`src/rtl/orion_types.sv`:
```
// rtl/orion_types.sv - shared types and constants for the orion instruction cache
package orion_types;

    localparam int ICACHE_ADDRW      = 32;
    localparam int ICACHE_NUM_LINES  = 16;
    localparam int ICACHE_LINE_WORDS = 4;
    localparam int ICACHE_OFFB       = $clog2(ICACHE_LINE_WORDS);
    localparam int ICACHE_IDXB       = $clog2(ICACHE_NUM_LINES);
    localparam int ICACHE_TAGB       = ICACHE_ADDRW - ICACHE_IDXB - ICACHE_OFFB - 2;

    typedef enum logic [1:0] {
        IC_IDLE,
        IC_REFILL,
        IC_RESPOND
    } icache_state_e;

    // Field view of a fetch address for the default geometry
    typedef struct packed {
        logic [ICACHE_TAGB-1:0] tag;
        logic [ICACHE_IDXB-1:0] idx;
        logic [ICACHE_OFFB-1:0] off;
        logic [1:0]             byte_off;
    } icache_addr_t;

endpackage

```
`src/rtl/orion_icache_if.sv`:
```
// rtl/orion_icache_if.sv - fetch port, flush and backing-memory signals of the instruction cache
interface orion_icache_if #(
    parameter int ADDRW = 32,
    parameter int XLEN  = 32
);

    logic             imem_valid_i;
    logic [ADDRW-1:0] imem_addr_i;
    logic [XLEN-1:0]  imem_rdata_o;
    logic             imem_resp_o;
    logic             flush_i;
    logic             mem_valid_o;
    logic [ADDRW-1:0] mem_addr_o;
    logic [XLEN-1:0]  mem_rdata_i;
    logic             mem_resp_i;

    // slave is the cache itself; master is the core plus backing memory around it
    modport slave (
        input  imem_valid_i,
        input  imem_addr_i,
        input  flush_i,
        input  mem_rdata_i,
        input  mem_resp_i,
        output imem_rdata_o,
        output imem_resp_o,
        output mem_valid_o,
        output mem_addr_o
    );

    modport master (
        output imem_valid_i,
        output imem_addr_i,
        output flush_i,
        output mem_rdata_i,
        output mem_resp_i,
        input  imem_rdata_o,
        input  imem_resp_o,
        input  mem_valid_o,
        input  mem_addr_o
    );

endinterface

```
`src/rtl/orion_icache_data.sv`:
```
// rtl/orion_icache_data.sv - cache data store: flop array, one synchronous write port, one asynchronous read port
module orion_icache_data #(
    parameter int XLEN  = 32,
    parameter int DEPTH = 64,
    parameter int AW    = 6
) (
    input  logic            clk_i,
    input  logic            we,
    input  logic [AW-1:0]   waddr,
    input  logic [XLEN-1:0] wdata,
    input  logic [AW-1:0]   raddr,
    output logic [XLEN-1:0] rdata
);

    logic [XLEN-1:0] mem [DEPTH];

    always_ff @(posedge clk_i) begin
        if (we) begin
            mem[waddr] <= wdata;
        end
    end

    assign rdata = mem[raddr];

endmodule

```
`src/rtl/orion_icache.sv`:
```
// rtl/orion_icache.sv - direct-mapped read-only instruction cache with whole-line sequential refill
module orion_icache
    import orion_types::*;
#(
    parameter int ADDRW      = 32,
    parameter int XLEN       = 32,
    parameter int NUM_LINES  = ICACHE_NUM_LINES,
    parameter int LINE_WORDS = ICACHE_LINE_WORDS
) (
    input  logic          clk_i,
    input  logic          rst_ni,
    orion_icache_if.slave bus
);

    localparam int OFFB  = $clog2(LINE_WORDS);
    localparam int IDXB  = $clog2(NUM_LINES);
    localparam int TAGB  = ADDRW - IDXB - OFFB - 2;
    localparam int DEPTH = NUM_LINES * LINE_WORDS;
    localparam int DAW   = IDXB + OFFB;
    localparam logic [OFFB-1:0] LAST_CNT = OFFB'(LINE_WORDS - 1);

    icache_state_e state, state_next;

    logic [NUM_LINES-1:0] valid;
    logic [TAGB-1:0]      tags [NUM_LINES];

    logic [TAGB-1:0] tag_q;
    logic [IDXB-1:0] idx_q;
    logic [OFFB-1:0] off_q;
    logic [OFFB-1:0] cnt;
    logic            flush_pend;
    logic            resp_q;
    logic [XLEN-1:0] rdata_q;

    logic [TAGB-1:0] req_tag;
    logic [IDXB-1:0] req_idx;
    logic [OFFB-1:0] req_off;
    logic            unused_byte_bits;

    logic            lookup;
    logic            hit;
    logic            miss;
    logic            refill_we;
    logic            refill_last;
    logic [IDXB-1:0] rd_idx;
    logic [OFFB-1:0] rd_off;
    logic [XLEN-1:0] rd_data;

    assign req_tag          = bus.imem_addr_i[ADDRW-1 -: TAGB];
    assign req_idx          = bus.imem_addr_i[OFFB+2 +: IDXB];
    assign req_off          = bus.imem_addr_i[2 +: OFFB];
    assign unused_byte_bits = ^bus.imem_addr_i[1:0];

    always_ff @(posedge clk_i or negedge rst_ni) begin
        if (!rst_ni) begin
            state <= IC_IDLE;
        end else begin
            state <= state_next;
        end
    end

    // A response cycle never looks up, so the core sees at most one answer per two cycles
    always_comb begin
        state_next  = state;
        lookup      = 1'b0;
        hit         = 1'b0;
        miss        = 1'b0;
        refill_we   = 1'b0;
        refill_last = 1'b0;
        case (state)
            IC_IDLE: begin
                lookup = bus.imem_valid_i && !resp_q;
                hit    = lookup && valid[req_idx] && (tags[req_idx] == req_tag) && !bus.flush_i;
                miss   = lookup && !hit;
                if (miss) begin
                    state_next = IC_REFILL;
                end
            end
            IC_REFILL: begin
                refill_we   = bus.mem_resp_i;
                refill_last = bus.mem_resp_i && (cnt == LAST_CNT);
                if (refill_last) begin
                    state_next = IC_RESPOND;
                end
            end
            IC_RESPOND: begin
                state_next = IC_IDLE;
            end
            default: begin
                state_next = IC_IDLE;
            end
        endcase
    end

    assign rd_idx = (state == IC_IDLE) ? req_idx : idx_q;
    assign rd_off = (state == IC_IDLE) ? req_off : off_q;

    orion_icache_data #(
        .XLEN  (XLEN),
        .DEPTH (DEPTH),
        .AW    (DAW)
    ) u_data (
        .clk_i (clk_i),
        .we    (refill_we),
        .waddr ({idx_q, cnt}),
        .wdata (bus.mem_rdata_i),
        .raddr ({rd_idx, rd_off}),
        .rdata (rd_data)
    );

    always_ff @(posedge clk_i or negedge rst_ni) begin
        if (!rst_ni) begin
            valid      <= '0;
            tag_q      <= '0;
            idx_q      <= '0;
            off_q      <= '0;
            cnt        <= '0;
            flush_pend <= 1'b0;
            resp_q     <= 1'b0;
            rdata_q    <= '0;
        end else begin
            resp_q <= 1'b0;
            if (hit) begin
                resp_q  <= 1'b1;
                rdata_q <= rd_data;
            end
            if (miss) begin
                tag_q <= req_tag;
                idx_q <= req_idx;
                off_q <= req_off;
                cnt   <= '0;
            end
            if (refill_we) begin
                cnt <= cnt + 1'b1;
            end
            if (state == IC_REFILL && bus.flush_i) begin
                flush_pend <= 1'b1;
            end
            if (state == IC_RESPOND) begin
                resp_q     <= 1'b1;
                rdata_q    <= rd_data;
                flush_pend <= 1'b0;
            end
            // A flush seen during the refill keeps the freshly filled line invalid
            if (refill_last && !flush_pend) begin
                valid[idx_q] <= 1'b1;
            end
            if (bus.flush_i) begin
                valid <= '0;
            end
        end
    end

    always_ff @(posedge clk_i) begin
        if (refill_last) begin
            tags[idx_q] <= tag_q;
        end
    end

    assign bus.imem_resp_o  = resp_q;
    assign bus.imem_rdata_o = rdata_q;
    assign bus.mem_valid_o  = (state == IC_REFILL);
    assign bus.mem_addr_o   = (state == IC_REFILL) ? {tag_q, idx_q, cnt, 2'b00} : '0;

endmodule

```
`src/flat_wrapper.sv`:
```
// flat-port wrapper written by rule: the top's interface ports become plain ports
module orion_icache_flat import orion_types::*;
#(
    parameter int ADDRW      = 32,
    parameter int XLEN       = 32,
    parameter int NUM_LINES  = ICACHE_NUM_LINES,
    parameter int LINE_WORDS = ICACHE_LINE_WORDS
)
  (clk_i, rst_ni, bus_imem_valid_i, bus_imem_addr_i, bus_flush_i, bus_mem_rdata_i, bus_mem_resp_i, bus_imem_rdata_o, bus_imem_resp_o, bus_mem_valid_o, bus_mem_addr_o);
  orion_icache_if #(.ADDRW(ADDRW), .XLEN(XLEN)) bus_i ();
  input  logic clk_i;
  input  logic rst_ni;
  input wire logic [$bits(bus_i.imem_valid_i)-1:0] bus_imem_valid_i;
  input wire logic [$bits(bus_i.imem_addr_i)-1:0] bus_imem_addr_i;
  input wire logic [$bits(bus_i.flush_i)-1:0] bus_flush_i;
  input wire logic [$bits(bus_i.mem_rdata_i)-1:0] bus_mem_rdata_i;
  input wire logic [$bits(bus_i.mem_resp_i)-1:0] bus_mem_resp_i;
  output wire logic [$bits(bus_i.imem_rdata_o)-1:0] bus_imem_rdata_o;
  output wire logic [$bits(bus_i.imem_resp_o)-1:0] bus_imem_resp_o;
  output wire logic [$bits(bus_i.mem_valid_o)-1:0] bus_mem_valid_o;
  output wire logic [$bits(bus_i.mem_addr_o)-1:0] bus_mem_addr_o;
  assign bus_i.imem_valid_i = bus_imem_valid_i;
  assign bus_i.imem_addr_i = bus_imem_addr_i;
  assign bus_i.flush_i = bus_flush_i;
  assign bus_i.mem_rdata_i = bus_mem_rdata_i;
  assign bus_i.mem_resp_i = bus_mem_resp_i;
  assign bus_imem_rdata_o = bus_i.imem_rdata_o;
  assign bus_imem_resp_o = bus_i.imem_resp_o;
  assign bus_mem_valid_o = bus_i.mem_valid_o;
  assign bus_mem_addr_o = bus_i.mem_addr_o;
  orion_icache #(.ADDRW(ADDRW), .XLEN(XLEN), .NUM_LINES(NUM_LINES), .LINE_WORDS(LINE_WORDS)) u_core (.clk_i(clk_i), .rst_ni(rst_ni), .bus(bus_i));
endmodule
```
`config.mk`:
```
export PLATFORM = sky130hd
export DESIGN_NAME = orion_icache_flat
export DESIGN_NICKNAME = d
export VERILOG_FILES = /design/src/rtl/orion_types.sv /design/src/rtl/orion_icache_if.sv /design/src/rtl/orion_icache_data.sv /design/src/rtl/orion_icache.sv /design/src/flat_wrapper.sv
export SDC_FILE = /design/constraint.sdc
export NUM_CORES = 2
export LEC_CHECK = 0
export CORE_AREA = 2 2 449 451
export CTS_CLUSTER_DIAMETER = 50
export DETAILED_ROUTE_END_ITERATION = 12
export DIE_AREA = 0 0 451 453
export PLACE_DENSITY = 0.72
export SYNTH_ARGS = -nofsm -noshare
export SYNTH_HDL_FRONTEND = slang
export SYNTH_HIERARCHICAL = 1
export SYNTH_SLANG_ARGS = --single-unit
export TNS_END_PERCENT = 1
```
`constraint.sdc`:
```
create_clock -name clk_i -period 4.4 [get_ports clk_i]
set_input_delay 0.44 -clock clk_i [delete_from_list [all_inputs] [get_ports clk_i]]
set_output_delay 0.44 -clock clk_i [all_outputs]
set_load 0.01 [all_outputs]
```
==> results.ini <==
[logic_synthesis]
yosys.area_share.adder_pct=0.0129
synth_top_family_by_area=multiplexers
synth_seq_cells=2516
synth_cell_types=63
synth_area_per_cell_sq_um=22.2
synthArstFlopShare_pct=3.34
syn_inst=4381
synth.area.mux_share_pct=16.9
yosys.area_share.simple_pct=1.95
synth_edf_count=2432
synth_area_sq_um=97100
synth-xor-area-share_pct=0.207
yosysSeqAreaShare_pct=77.4
synth_compound_area_share_pct=2.17
synth_warnings=6
synth_flop_cell=edfxtp_1

[route]
drt_wl_total_um=241000
viasPerCell=6.24
drc=0
drt-initial-drc-count=6382
via_count=47800
drt_pass1_iterations=6
detail_route.wl_per_cell_um=31.4
ant_nets=0

[sta]
fin_skew_ns=0.0771
rsz0062_at_grt=false
min_period_ns=3.80
timing.setup.tns_ns=0
period_share_pct=86.4
maxSlewViolCount=0
maxSlewHeadroom_pct=14.0
finalHoldViolations=0
tightest_slew_ns=1.29
max_freq_ghz=0.263
setup_viol=0

[place]
place_congestion=0.825
portBuffers=130
place_inst=7226
place_hpwl_um=137000
placed_area_sq_um=104000

[setup_path]
arrival_ns=4.54
critPathLaunchType=register
cp_max_fo=19
required_ns=5.14
crit_type=reg -> reg
rr_worst_depth=11
cp-end-kind=register

[floorplanning]
die_x_um=451
start_util_pct=48.7
ioPinCount=135
core.rowCount=164
coreArea_sq_um=199000
dieArea_sq_um=204000
die_height_um=453

[min_path]
holdPathStages=1
hp-class=in -> reg

[power]
p_leak_nw=35.5
irDropWorstVdd_uv=457
p_per_area_nw_per_um2=627
fin_total_pwr_mw=69.9

[layout]
finalInstanceArea_sq_um=112000
areaGrowthSynthToFinish_pct=14.9
mostFrequentLayoutCells=edfxtp_1, mux4_2, clkbuf_16
drive_above_1_share_pct=28.9
fillers=14200
finalNonFillerCells=7658
utilization_pct=56.0
final_nets=4874
final_common_cell=edfxtp_1

[global_routing]
grt_max_degree=65
grt_pass1_wl_um=344000
grt_overflow=0
track_usage_pct=23.4
grt_pass1_vias=48100
antenna_found_initial=15

[clocking]
root_buffer=clkbuf_16
clock_latency_ns=0.86
ctsResizeCount=0
numCtsBuffers=229
clk_pin_slew_ns=0.06
cts.sinks=2516
clock_path_buffers=3
cts_tree=done
htreeDepth=4

[outcome]
status=completed

[job]
cap_violations=0

==> cell families after synthesis <==
kind of cell | count (synthesis)
adder cells (fa/ha/maj) | 1
flip-flops | 2516
multiplexers | 886
AND/OR/NAND/NOR | 396
AO/OA/AOI/OAI | 309
buffers and inverters | 249
other | 1
XOR/XNOR | 23
==> state kept, by name, summed over array words and instances (netlist names) <==
name,cells
u_core/u_data/mem,2048
u_core/tags,384
u_core/bus.imem_rdata_o,32
u_core/tag_q,24
u_core/valid,16
u_core/idx_q,4
u_core/cnt,2
u_core/off_q,2
u_core/state,2
u_core/bus.imem_resp_o,1
u_core/flush_pend,1
==> report_power, final <==
part	total [mW]	switching [mW]	internal, mW
sequential	28.5	0.820	27.7
combinational	21.9	12.1	9.85
clock	19.5	8.67	10.8
total	69.9	21.6	48.3
==> layout make-up <==
| cell class | instances | area, sq um | area share [%] |
|---|---|---|---|
| diodes | 7 | 17.5 | 0.0157 |
| clock buffers | 289 | 6070 | 5.44 |
| clock inverters | 133 | 1320 | 1.18 |
| inverters | 4 | 15.0 | 0.0135 |
| multi-input cells | 1617 | 21300 | 19.1 |
| flip-flops and latches | 2516 | 75100 | 67.4 |
| well taps | 2656 | 3320 | 2.98 |
| repair buffers | 436 | 4400 | 3.94 |
==> cells in the mapped netlist (all sizes together), types with 4 or more instances <==
| cell type | number | area share (%) |
|---|---|---|
| a211o | 4 | 0.036 |
| a21oi | 82 | 0.43 |
| a221oi | 20 | 0.19 |
| a22o | 7 | 0.063 |
| a22oi | 26 | 0.20 |
| a311oi | 8 | 0.072 |
| a31oi | 7 | 0.045 |
| a41o | 5 | 0.052 |
| and2 | 34 | 0.22 |
| and3 | 10 | 0.064 |
| buf | 148 | 0.94 |
| clkbuf | 97 | 0.38 |
| dfrtp | 84 | 2.2 |
| edfxtp | 2432 | 75 |
| mux2 | 110 | 1.4 |
| mux2i | 190 | 2.0 |
| mux4 | 586 | 14 |
| nand2 | 51 | 0.20 |
| nand2b | 17 | 0.11 |
| nand3 | 14 | 0.072 |
| nand3b | 5 | 0.039 |
| nand4 | 7 | 0.052 |
| nor2 | 183 | 0.71 |
| nor2b | 27 | 0.17 |
| nor3 | 20 | 0.10 |
| nor4 | 8 | 0.058 |
| o21ai | 5 | 0.026 |
| o221ai | 27 | 0.24 |
| o22ai | 102 | 0.66 |
| o32ai | 5 | 0.045 |
| or3 | 6 | 0.039 |
| or3b | 5 | 0.045 |
| xnor2 | 15 | 0.14 |
| xor2 | 8 | 0.072 |
==> worst max-delay path, cell delays in order (launching register included) <==
cell	delay, ns
dfrtp_1	0.47
nor2_1	0.10
buf_4	0.16
mux2_8	0.47
buf_4	0.25
mux4_2	0.52
mux2i_1	0.58
nor2_1	0.08
o32ai_1	0.48
buf_4	0.22
nor3_1	0.06
mux2_4	0.28
==> repair_timing <==
action / 4_1_cts / 5_1_grt
buffers inserted: 0 / 0
endpoints found under the hold margin: 36 / 0
hold buffers: 3 / 0
==> path summary, 6_finish.rpt <==
path                                              start                                 endpoint  slack (ns)
setup / recovery            u_core/state[0]$_DFFE_PN0P_   u_core/bus.imem_rdata_o[4]$_DFFE_PN0P_        0.60
hold / removal                      bus_mem_rdata_i[20]      u_core/u_data/mem[50][20]$_DFFE_PP_        0.10
setup reg to reg            u_core/state[0]$_DFFE_PN0P_   u_core/bus.imem_rdata_o[4]$_DFFE_PN0P_        0.60
hold reg to reg            u_core/valid[14]$_DFFE_PN0P_             u_core/valid[14]$_DFFE_PN0P_        0.50
max in group asynchronous                        rst_ni  u_core/bus.imem_rdata_o[15]$_DFFE_PN0P_        2.71
min in group asynchronous                        rst_ni             u_core/tag_q[12]$_DFFE_PN0P_        0.58
==> metal layers <==
metal / global-route usage (%) / vias up / part of all wire, %
met5: 0 / - / 0.025
met4: 8.13 / 10 / 3.6
met3: 4.66 / 455 / 9.7
met2: 38.4 / 2619 / 49
met1: 31.6 / 25400 / 37
li1: - / 19300 / -
==> stage by stage <==
stage / worst slack [ns] / hold WS [ns]
detailed placement: 0.0478 / 0.380
global route: 0.429 / 0.0832
floorplan: 0.228 / 0.144
finish: 0.599 / 0.105
global placement: 0.129 / 0.378
CTS: 0.537 / 0.0546
Note: power is estimated with default switching activity, not from simulation.
